===== config.mk =====
export PLATFORM = sky130hd
export DESIGN_NAME = addsub_op_queue
export DESIGN_NICKNAME = d
export VERILOG_FILES = /design/src/rtl/addsub_pkg.sv /design/src/rtl/addsub_op_fifo.sv /design/src/rtl/addsub_op_queue.sv
export SDC_FILE = /design/constraint.sdc
export NUM_CORES = 1
export LEC_CHECK = 0
export CAP_MARGIN = 10
export CORE_MARGIN = 3
export CORE_UTILIZATION = 47
export CTS_CLUSTER_DIAMETER = 120
export CTS_CLUSTER_SIZE = 24
export DETAILED_ROUTE_END_ITERATION = 6
export GPL_ROUTABILITY_DRIVEN = 0
export HOLD_SLACK_MARGIN = 0.06
export MAX_ROUTING_LAYER = met4
export PLACE_DENSITY = 0.8
export SYNTH_ARGS = -nofsm -noshare
export SYNTH_HDL_FRONTEND = slang
export SYNTH_SLANG_ARGS = --single-unit

===== constraint.sdc =====
create_clock -name clk -period 2.14 [get_ports clk]
set_clock_uncertainty 0.15 [all_clocks]
set_input_delay 0.321 -clock clk [delete_from_list [all_inputs] [get_ports clk]]
set_output_delay 0.321 -clock clk [all_outputs]
set_load 0.03 [all_outputs]

===== src/rtl/addsub_pkg.sv =====
// addsub_pkg: shared types and constants for the 8-bit add/subtract datapath
// and its operand-issue/result-capture stage.
//   WIDTH_DEFAULT  default operand width of the adder
//   OP_ADD/OP_SUB  opcode encodings presented to the adder
//   addsub_op_t    {x, y, opcode} queued operation
//   addsub_res_t   {sum, carry, overflow} captured adder result
package addsub_pkg;

  localparam int unsigned WIDTH_DEFAULT = 8;

  localparam logic OP_ADD = 1'b0;
  localparam logic OP_SUB = 1'b1;

  typedef struct packed {
    logic [WIDTH_DEFAULT-1:0] x;
    logic [WIDTH_DEFAULT-1:0] y;
    logic                     opcode;
  } addsub_op_t;

  typedef struct packed {
    logic [WIDTH_DEFAULT-1:0] sum;
    logic                     carry;
    logic                     overflow;
  } addsub_res_t;

endpackage


===== src/rtl/addsub_op_fifo.sv =====
// addsub_op_fifo: DEPTH-entry FIFO of queued operations with head read.
//   clk, rst_n   clock, asynchronous active-low reset
//   push         write wr_data at the tail (ignored when full)
//   pop          drop the head entry (ignored when empty)
//   wr_data      entry to write
//   rd_data      head entry, all zeros when empty
//   count        entries currently stored
//   full, empty  occupancy flags
module addsub_op_fifo
  import addsub_pkg::*;
#(
  parameter int unsigned DEPTH   = 4,
  parameter type         entry_t = addsub_op_t
) (
  input  logic                       clk,
  input  logic                       rst_n,
  input  logic                       push,
  input  logic                       pop,
  input  entry_t                     wr_data,
  output entry_t                     rd_data,
  output logic [$clog2(DEPTH):0]     count,
  output logic                       full,
  output logic                       empty
);

  localparam int unsigned PTR_W = $clog2(DEPTH);
  localparam int unsigned CNT_W = PTR_W + 1;

  entry_t             mem [DEPTH];
  logic [PTR_W-1:0]   wr_ptr;
  logic [PTR_W-1:0]   rd_ptr;
  logic               push_ok;
  logic               pop_ok;

  assign full    = (count == CNT_W'(DEPTH));
  assign empty   = (count == '0);
  assign push_ok = push && !full;
  assign pop_ok  = pop && !empty;

  // Head is taken from storage only; zero when nothing is queued.
  assign rd_data = empty ? '0 : mem[rd_ptr];

  always_ff @(posedge clk) begin
    if (push_ok) mem[wr_ptr] <= wr_data;
  end

  // DEPTH is a power of two, so pointers wrap by natural overflow.
  always_ff @(posedge clk or negedge rst_n) begin
    if (!rst_n) begin
      wr_ptr <= '0;
      rd_ptr <= '0;
      count  <= '0;
    end else begin
      if (push_ok) wr_ptr <= wr_ptr + PTR_W'(1);
      if (pop_ok)  rd_ptr <= rd_ptr + PTR_W'(1);
      unique case ({push_ok, pop_ok})
        2'b10:   count <= count + CNT_W'(1);
        2'b01:   count <= count - CNT_W'(1);
        default: count <= count;
      endcase
    end
  end

endmodule


===== src/rtl/addsub_op_queue.sv =====
// addsub_op_queue: operand-issue / result-capture stage around the external
// combinational add/subtract datapath.
//   clk, rst_n                     clock, asynchronous active-low reset
//   in_valid/in_ready              operation request handshake
//   in_x, in_y, in_opcode          operation (opcode 0 = add, 1 = subtract)
//   x, y, opcode                   head operation to the adder (0 when empty)
//   sum, carry_out, overflow       adder outputs
//   res_valid/res_ready            result handshake
//   res_sum, res_carry, res_overflow  captured result
//   count                          entries queued
//   ovf_count                      saturating count of overflowing results
module addsub_op_queue
  import addsub_pkg::*;
#(
  parameter int unsigned DEPTH = 4,
  parameter int unsigned WIDTH = WIDTH_DEFAULT
) (
  input  logic                   clk,
  input  logic                   rst_n,
  input  logic                   in_valid,
  output logic                   in_ready,
  input  logic [WIDTH-1:0]       in_x,
  input  logic [WIDTH-1:0]       in_y,
  input  logic                   in_opcode,
  output logic [WIDTH-1:0]       x,
  output logic [WIDTH-1:0]       y,
  output logic                   opcode,
  input  logic [WIDTH-1:0]       sum,
  input  logic                   carry_out,
  input  logic                   overflow,
  output logic                   res_valid,
  input  logic                   res_ready,
  output logic [WIDTH-1:0]       res_sum,
  output logic                   res_carry,
  output logic                   res_overflow,
  output logic [$clog2(DEPTH):0] count,
  output logic [7:0]             ovf_count
);

  // Width-generic equivalents of addsub_op_t / addsub_res_t.
  typedef struct packed {
    logic [WIDTH-1:0] x;
    logic [WIDTH-1:0] y;
    logic             opcode;
  } op_t;

  typedef struct packed {
    logic [WIDTH-1:0] sum;
    logic             carry;
    logic             overflow;
  } res_t;

  op_t  wr_op;
  op_t  head;
  res_t res_q;
  logic fifo_full;
  logic fifo_empty;
  logic push;
  logic cap;

  assign wr_op    = '{x: in_x, y: in_y, opcode: in_opcode};
  assign in_ready = !fifo_full;
  assign push     = in_valid && in_ready;

  // Capture when there is a head and the result register is free or being
  // emptied this same edge.
  assign cap = !fifo_empty && (!res_valid || res_ready);

  addsub_op_fifo #(
    .DEPTH   (DEPTH),
    .entry_t (op_t)
  ) u_fifo (
    .clk     (clk),
    .rst_n   (rst_n),
    .push    (push),
    .pop     (cap),
    .wr_data (wr_op),
    .rd_data (head),
    .count   (count),
    .full    (fifo_full),
    .empty   (fifo_empty)
  );

  assign x      = head.x;
  assign y      = head.y;
  assign opcode = head.opcode;

  always_ff @(posedge clk or negedge rst_n) begin
    if (!rst_n) begin
      res_valid <= 1'b0;
      res_q     <= '0;
      ovf_count <= '0;
    end else if (cap) begin
      res_valid <= 1'b1;
      res_q     <= '{sum: sum, carry: carry_out, overflow: overflow};
      if (overflow && (ovf_count != '1)) ovf_count <= ovf_count + 8'd1;
    end else if (res_valid && res_ready) begin
      res_valid <= 1'b0;
    end
  end

  assign res_sum      = res_q.sum;
  assign res_carry    = res_q.carry;
  assign res_overflow = res_q.overflow;

endmodule


# --- After elaboration in Yosys (flattened, before gate mapping) ---
# Memory sizes are Yosys's and may differ from the RTL's.
# Cells that the tools add are included.
totals:
  rom_bits: 0
  inputBits: 31
  output_inout_bits: 40
  wordCells: 38
  mem_count: 1
  latchBits: 0
  mem_bits_rw: 68
  ff_bits: 26
op_classes:
  div: 0
  bitwise_logic: 0
  eq_ne: 4
  multipliers: 0
  shifts: 0
  n_reduce_logical: 14
  n_addsub: 5
  n_lt_le_gt_ge: 0
  mux: 6
memory_table:
  columns: ["name", "depth", "word_bits", "rd", "rd_ports_with_merged_regs", "wr", "line_no", "source"]
  rows:
  - ["u_fifo.mem", 4, 17, 1, 0, 1, "addsub_op_fifo.sv:29", "entry_t mem [DEPTH];"]
ops:
  columns: ["operator", "n"]
  rows:
  - ["17-bit 2-to-1 mux", 1]
  - ["8-bit by 1-bit adder with 8-bit output, second input constant", 1]
  - ["8-bit inequality test, second input constant", 1]
  - ["1-bit logical AND", 6]
  - ["3-bit case mux with 2 select lines", 1]
  - ["2-bit by 1-bit adder with 2-bit output, second input constant", 2]
  - ["1-bit 2-to-1 mux", 4]
  - ["2-bit nonzero test", 2]
  - ["3-bit by 1-bit adder with 3-bit output, second input constant", 1]
  - ["3-bit == test, second input constant", 1]
  - ["1-bit logical NOT", 3]
  - ["3-bit logical NOT", 1]
  - ["3-bit by 1-bit subtractor with 3-bit output, second input constant", 1]
  - ["2-bit by 1-bit == test with 1-bit output, second input constant", 1]
  - ["2-bit == test, second input constant", 1]
  - ["2-bit AND reduction", 1]
  - ["1-bit logical OR", 1]

# --- Logic depth before layout (Yosys ltp) ---
logic_depth:
  depth_word: 6
  ltp_mapped: 10
  ltp_nobuf: 10

# --- Modules after synthesis ---
# A second synthesis with hierarchy kept.
unflattened:
  hier_cells: 209
  area_unflattened_um2: 3922.5
by_module_without_submodules:
  columns: ["module", "seq_area_each_um2", "area_per_inst_um2", "instances", "cells_per_inst"]
  rows:
  - ["addsub_op_fifo", 2217.1, 3090.5, 1, 146]
  - ["addsub_op_queue", 475.5, 832.0, 1, 63]

# --- Worst setup path before layout ---
# OpenSTA, ideal clock, no wires.
synth_path:
  kind: "reg2reg"
  startpoint: "reg u_fifo.count[0]"
  endpoint: "reg u_fifo.count[2]"
  setup_ns: 0.081
  required_ns: 1.909
  period_less_slack_ns: 2.542
  arrival_time_ns: 2.311
  slack_ns: -0.402
  path_buffers: 0
  path_stages_with_launch: 11
  path_cell_list: "dfrtp_1 -> inv_1 -> nand3_1 -> and2_1 -> inv_1 -> ha_1 -> inv_1 -> fa_1 -> xor2_1 -> nor2_1 -> xor2_1"
synth_between:
  elab_chain_len: 6
  elab_cells_between_ends: 14
  classes_between: "2 x add/sub; 3 x eq/ne; 1 x mux; 8 x reduce/logical"
synth_lines:
  columns: ["item", "line_no", "source"]
  rows:
  - ["start: declaration", "addsub_op_fifo.sv:21", "output logic [$clog2(DEPTH):0] count,"]
  - ["start signal: assignment", "addsub_op_fifo.sv:57", "2'b10: count <= count + CNT_W'(1);"]
  - ["start signal: assignment", "addsub_op_fifo.sv:58", "2'b01: count <= count - CNT_W'(1);"]
  - ["start signal: assignment", "addsub_op_fifo.sv:59", "default: count <= count;"]
  - ["3-bit == test *", "addsub_op_fifo.sv:35", "assign full = (count == CNT_W'(DEPTH));"]
  - ["1-bit logical NOT *", "addsub_op_queue.sv:62", "assign in_ready = !fifo_full;"]
  - ["named net in_ready", "addsub_op_queue.sv:21", "output logic in_ready,"]
  - ["1-bit logical AND", "addsub_op_queue.sv:63", "assign push = in_valid && in_ready;"]
  - ["1-bit logical AND *", "addsub_op_fifo.sv:37", "assign push_ok = push && !full;"]
  - ["2-bit by 1-bit == test with 1-bit output / 2-bit == test (equally long branches)", "addsub_op_fifo.sv:56", "unique case ({push_ok, pop_ok})"]
  - ["3-bit case mux with 2 select lines / 2-bit nonzero test (equally long branches)", null, null]
# The timed path passes the listed nets; every way through them passes the cells marked *.
# A chain may end at the register's enable or synchronous reset.

# --- Worst setup path in the final report ---
layout_path:
  startpoint: "reg u_fifo.rd_ptr[0]"
  endpoint: "out x[0]"
layout_between:
  elab_chain_len: 2
layout_lines:
  columns: ["item", "line_no", "source"]
  rows:
  - ["start: declaration", "addsub_op_fifo.sv:31", "logic [PTR_W-1:0] rd_ptr;"]
  - ["start signal: assignment", "addsub_op_fifo.sv:55", "if (pop_ok) rd_ptr <= rd_ptr + PTR_W'(1);"]
  - ["memory 4 x 17 bit", null, null]
  - ["17-bit 2-to-1 mux", "addsub_op_fifo.sv:41", "assign rd_data = empty ? '0 : mem[rd_ptr];"]
  - ["end: declaration", "addsub_op_queue.sv:25", "output logic [WIDTH-1:0] x,"]
# Every way passes these cells.

==> flow_summary.toml <==
[run_status]
status = "complete, but fails checks"
violations = "negative setup slack"

[drt]
wl_met1_mm = 3.06
first_pass_iters = 4
dr.max_layer_used = "met4"
drc_errors = 0
vias = 2163
wire_per_inst_um = 17.2
finalWirelength_mm = 7.26
ant_nets = 0
vias_per_cell = 5.11
wl_met3_um = 327
met2_length_mm = 3.79
drt_iter0_drc = 140

[synth]
yosysSeqAreaShare_pct = 69.3
synthArstFlopShare_pct = 27.7
syn_area_mm2 = 0.00389
synth.net_count = 246
synth_cell_types = 33
synth_edf_count = 68
yosys_warnings = 0
postSynthCellCount = 208
avgSynthCellArea_um2 = 18.7
ys_ff_latch = 94
synth_ff_type = "edfxtp_1"

[floorplanning]
die_y_um = 96.9
row_count = 32
io_pins = 71
core_mm2 = 0.00789
die_area_mm2 = 0.00940
die_width_um = 96.9
initial_core_util_pct = 49.3

[global_route]
antenna_found_initial = 0
grt_max_degree = 27
grt_overflow = 0
grt_pass1_wl_mm = 11.9
grt_pass1_vias = 2309
track_usage_pct = 16.9

[power]
vdd_drop_max_mv = 0.798
p_total_mw = 8.28
p_leak_nw = 2.05
p_per_area_mw_per_mm2 = 1560

[timing]
fin_hold_ws_ns = 0.179
worst_slack_ns = -0.174
finalCritPeriodShare_pct = 108
max_slew.worst_pin.slew_ns = 0.324
final_hold_viol_count = 0
setup_viol_count_final = 17
rsz0062_at_grt = "true"
slew_headroom_pct = 78.2
clock.fmax_mhz = 432
slew_violations = 0
min_period_ns = 2.31
timing.setup.tns_ns = -1.60

[final_layout]
area_growth_pct = 36.4
design_area_mm2 = 0.00530
finalNetCount = 354
drive_above_1_share_pct = 38.9
n_antenna_cell = 0
fin_util_pct = 67.2

[setup_path]
crit_top_cell = "buf_6"
critPathBufInv = 3
reg2reg_depth = 10
arrival_ns = 1.84
cp-end-kind = "output port"
critPathTopFamily = "multiplexers"
cp-start-kind = "register"
max_stage_delay_ns = 0.47
critPathKind = "reg -> out"
path_depth = 5
crit_chain = "buf_6, buf_6, mux4_2, and2b_1, buf_6"
crit_fanout = 4
slowest_stage = "mux4_2"
crit_required_ns = 1.67

[clocking]
cts_root_buffer = "clkbuf_8"
clk_latency_ns = 0.35
clock_sinks = 94
cts-buffers-inserted = 9
htree_levels = 3
cts_hold_buf = 0
clkSlewWorstSetupHoldPaths_ns = 0.09
tritoncts = "done"
clockBufferDepth = 2

[flow_run]
cap_viol_max_count = 0

[placed_design]
port_buffers = 70
dpl-instance-area_mm2 = 0.00490
hpwl_mm = 4.90

[hold_path]
hold_class = "in -> async"
routing by layer:
metal / vias up / track usage (%)
li1: 997 / -
met1: 1099 / 20.4
met2: 61 / 27.2
met3: 6 / 4.40
met4: 0 / 6.80
met5: - / -
path summary, 6_finish.rpt:
kind,start,to,slack [ns]
setup / recovery,u_fifo.rd_ptr[0],x[0],-0.17
hold / removal,rst_n,ovf_count[5],0.18
setup reg to reg,u_fifo.count[1],u_fifo.count[2],0.11
hold reg to reg,res_carry,res_carry,0.36
max in group asynchronous,rst_n,u_fifo.count[0],1.38
min in group clk,res_carry,res_carry,0.36
kinds of logic (layout without fill, tap and decap cells):
family                     after synthesis  count (layout)  share of synthesized area [%]
AOI/OAI and AO/OA                        2               2                          0.258
DFF                                     94              94                           69.3
muxes                                   33              33                           15.9
xor gates and xnor gates                 9               9                           2.03
buffers and inverters                   15             128                           2.41
adders and majority gates                7               7                           2.45
and+or+nand+nor                         48              48                           7.66
synth_stat cells, drive strengths merged, types with 2 or more instances:
cell type,n,area share (%)
nor2b,16,2.8
and2b,2,0.39
xor2,5,1.1
nand3,5,0.64
dfrtp,26,17
ha,6,1.9
nand2,7,0.68
nor3,3,0.52
mux2,15,4.9
o21ai,2,0.26
nor4,2,0.48
xnor2,4,0.90
and3,4,0.64
mux4,17,11
inv,8,0.77
nand2b,2,0.32
edfxtp,68,53
buf,6,1.5
nor2,4,0.39
cell usage in the layout (no fill, tap or decap), types with 2 or more instances in the layout:
cell	instances
clkdlybuf4s50_1	52
nor3_1	2
mux4_2	17
nand2_1	7
nor2_1	4
buf_4	26
ha_1	5
and3_1	4
nor2b_1	3
edfxtp_1	68
o21ai_0	2
dfrtp_2	5
inv_2	2
buf_6	22
clkbuf_8	9
xor2_1	5
dfrtp_1	21
buf_12	3
bufinv_16	2
and2b_1	2
xnor2_1	4
nor2b_4	13
nand3_1	4
mux2_4	6
nand2b_1	2
inv_1	6
mux2_2	9
through the flow:
| step | cells | setup WS [ns] |
|---|---|---|
| global route | 423 | -0.253 |
| CTS | 420 | -0.180 |
| floorplan | 208 | -0.0335 |
| detailed placement | 397 | -0.205 |
| global placement | 397 | -0.174 |
| finish | 423 | -0.174 |
power by group:
part	internal, mW	switching (mW)
logic	2.17	2.09
registers	2.47	0.271
clock network	0.670	0.614
total	5.31	2.97
sequential cells by signal, indices dropped and copies added, names as in the netlist:
register and flops:
u_fifo.wr_ptr 2, ovf_count 8, u_fifo.mem 68, u_fifo.count 3, u_fifo.rd_ptr 2, res_overflow 1, res_sum 8, res_valid 1
res_carry 1
cell type report:
| type | instances | area, um^2 |
|---|---|---|
| Inverter | 8 | 30.0 |
| Timing Repair Buffer | 104 | 1030 |
| Sequential cell | 94 | 2700 |
| Clock buffer | 10 | 128 |
| Multi-Input combinational cell | 99 | 1190 |
| Fill cell | 527 | 2580 |
| Tap cell | 102 | 128 |
| Clock inverter | 6 | 93.8 |
what timing repair did:
action	in CTS	in global routing
resized for setup	125	18
cloned	0	0
setup endpoints to repair	18	18
setup buffers	7	3
worst register-to-register path: cells and delay by family, from the launching register on:
kind / cells / cell delay [ns]
fa+ha+maj: 2 / 0.48
flops: 1 / 0.44
simple gates: 3 / 0.36
xor+xnor: 2 / 0.29
buf+inv: 3 / 0.25
(Power assumes the default switching activity.)
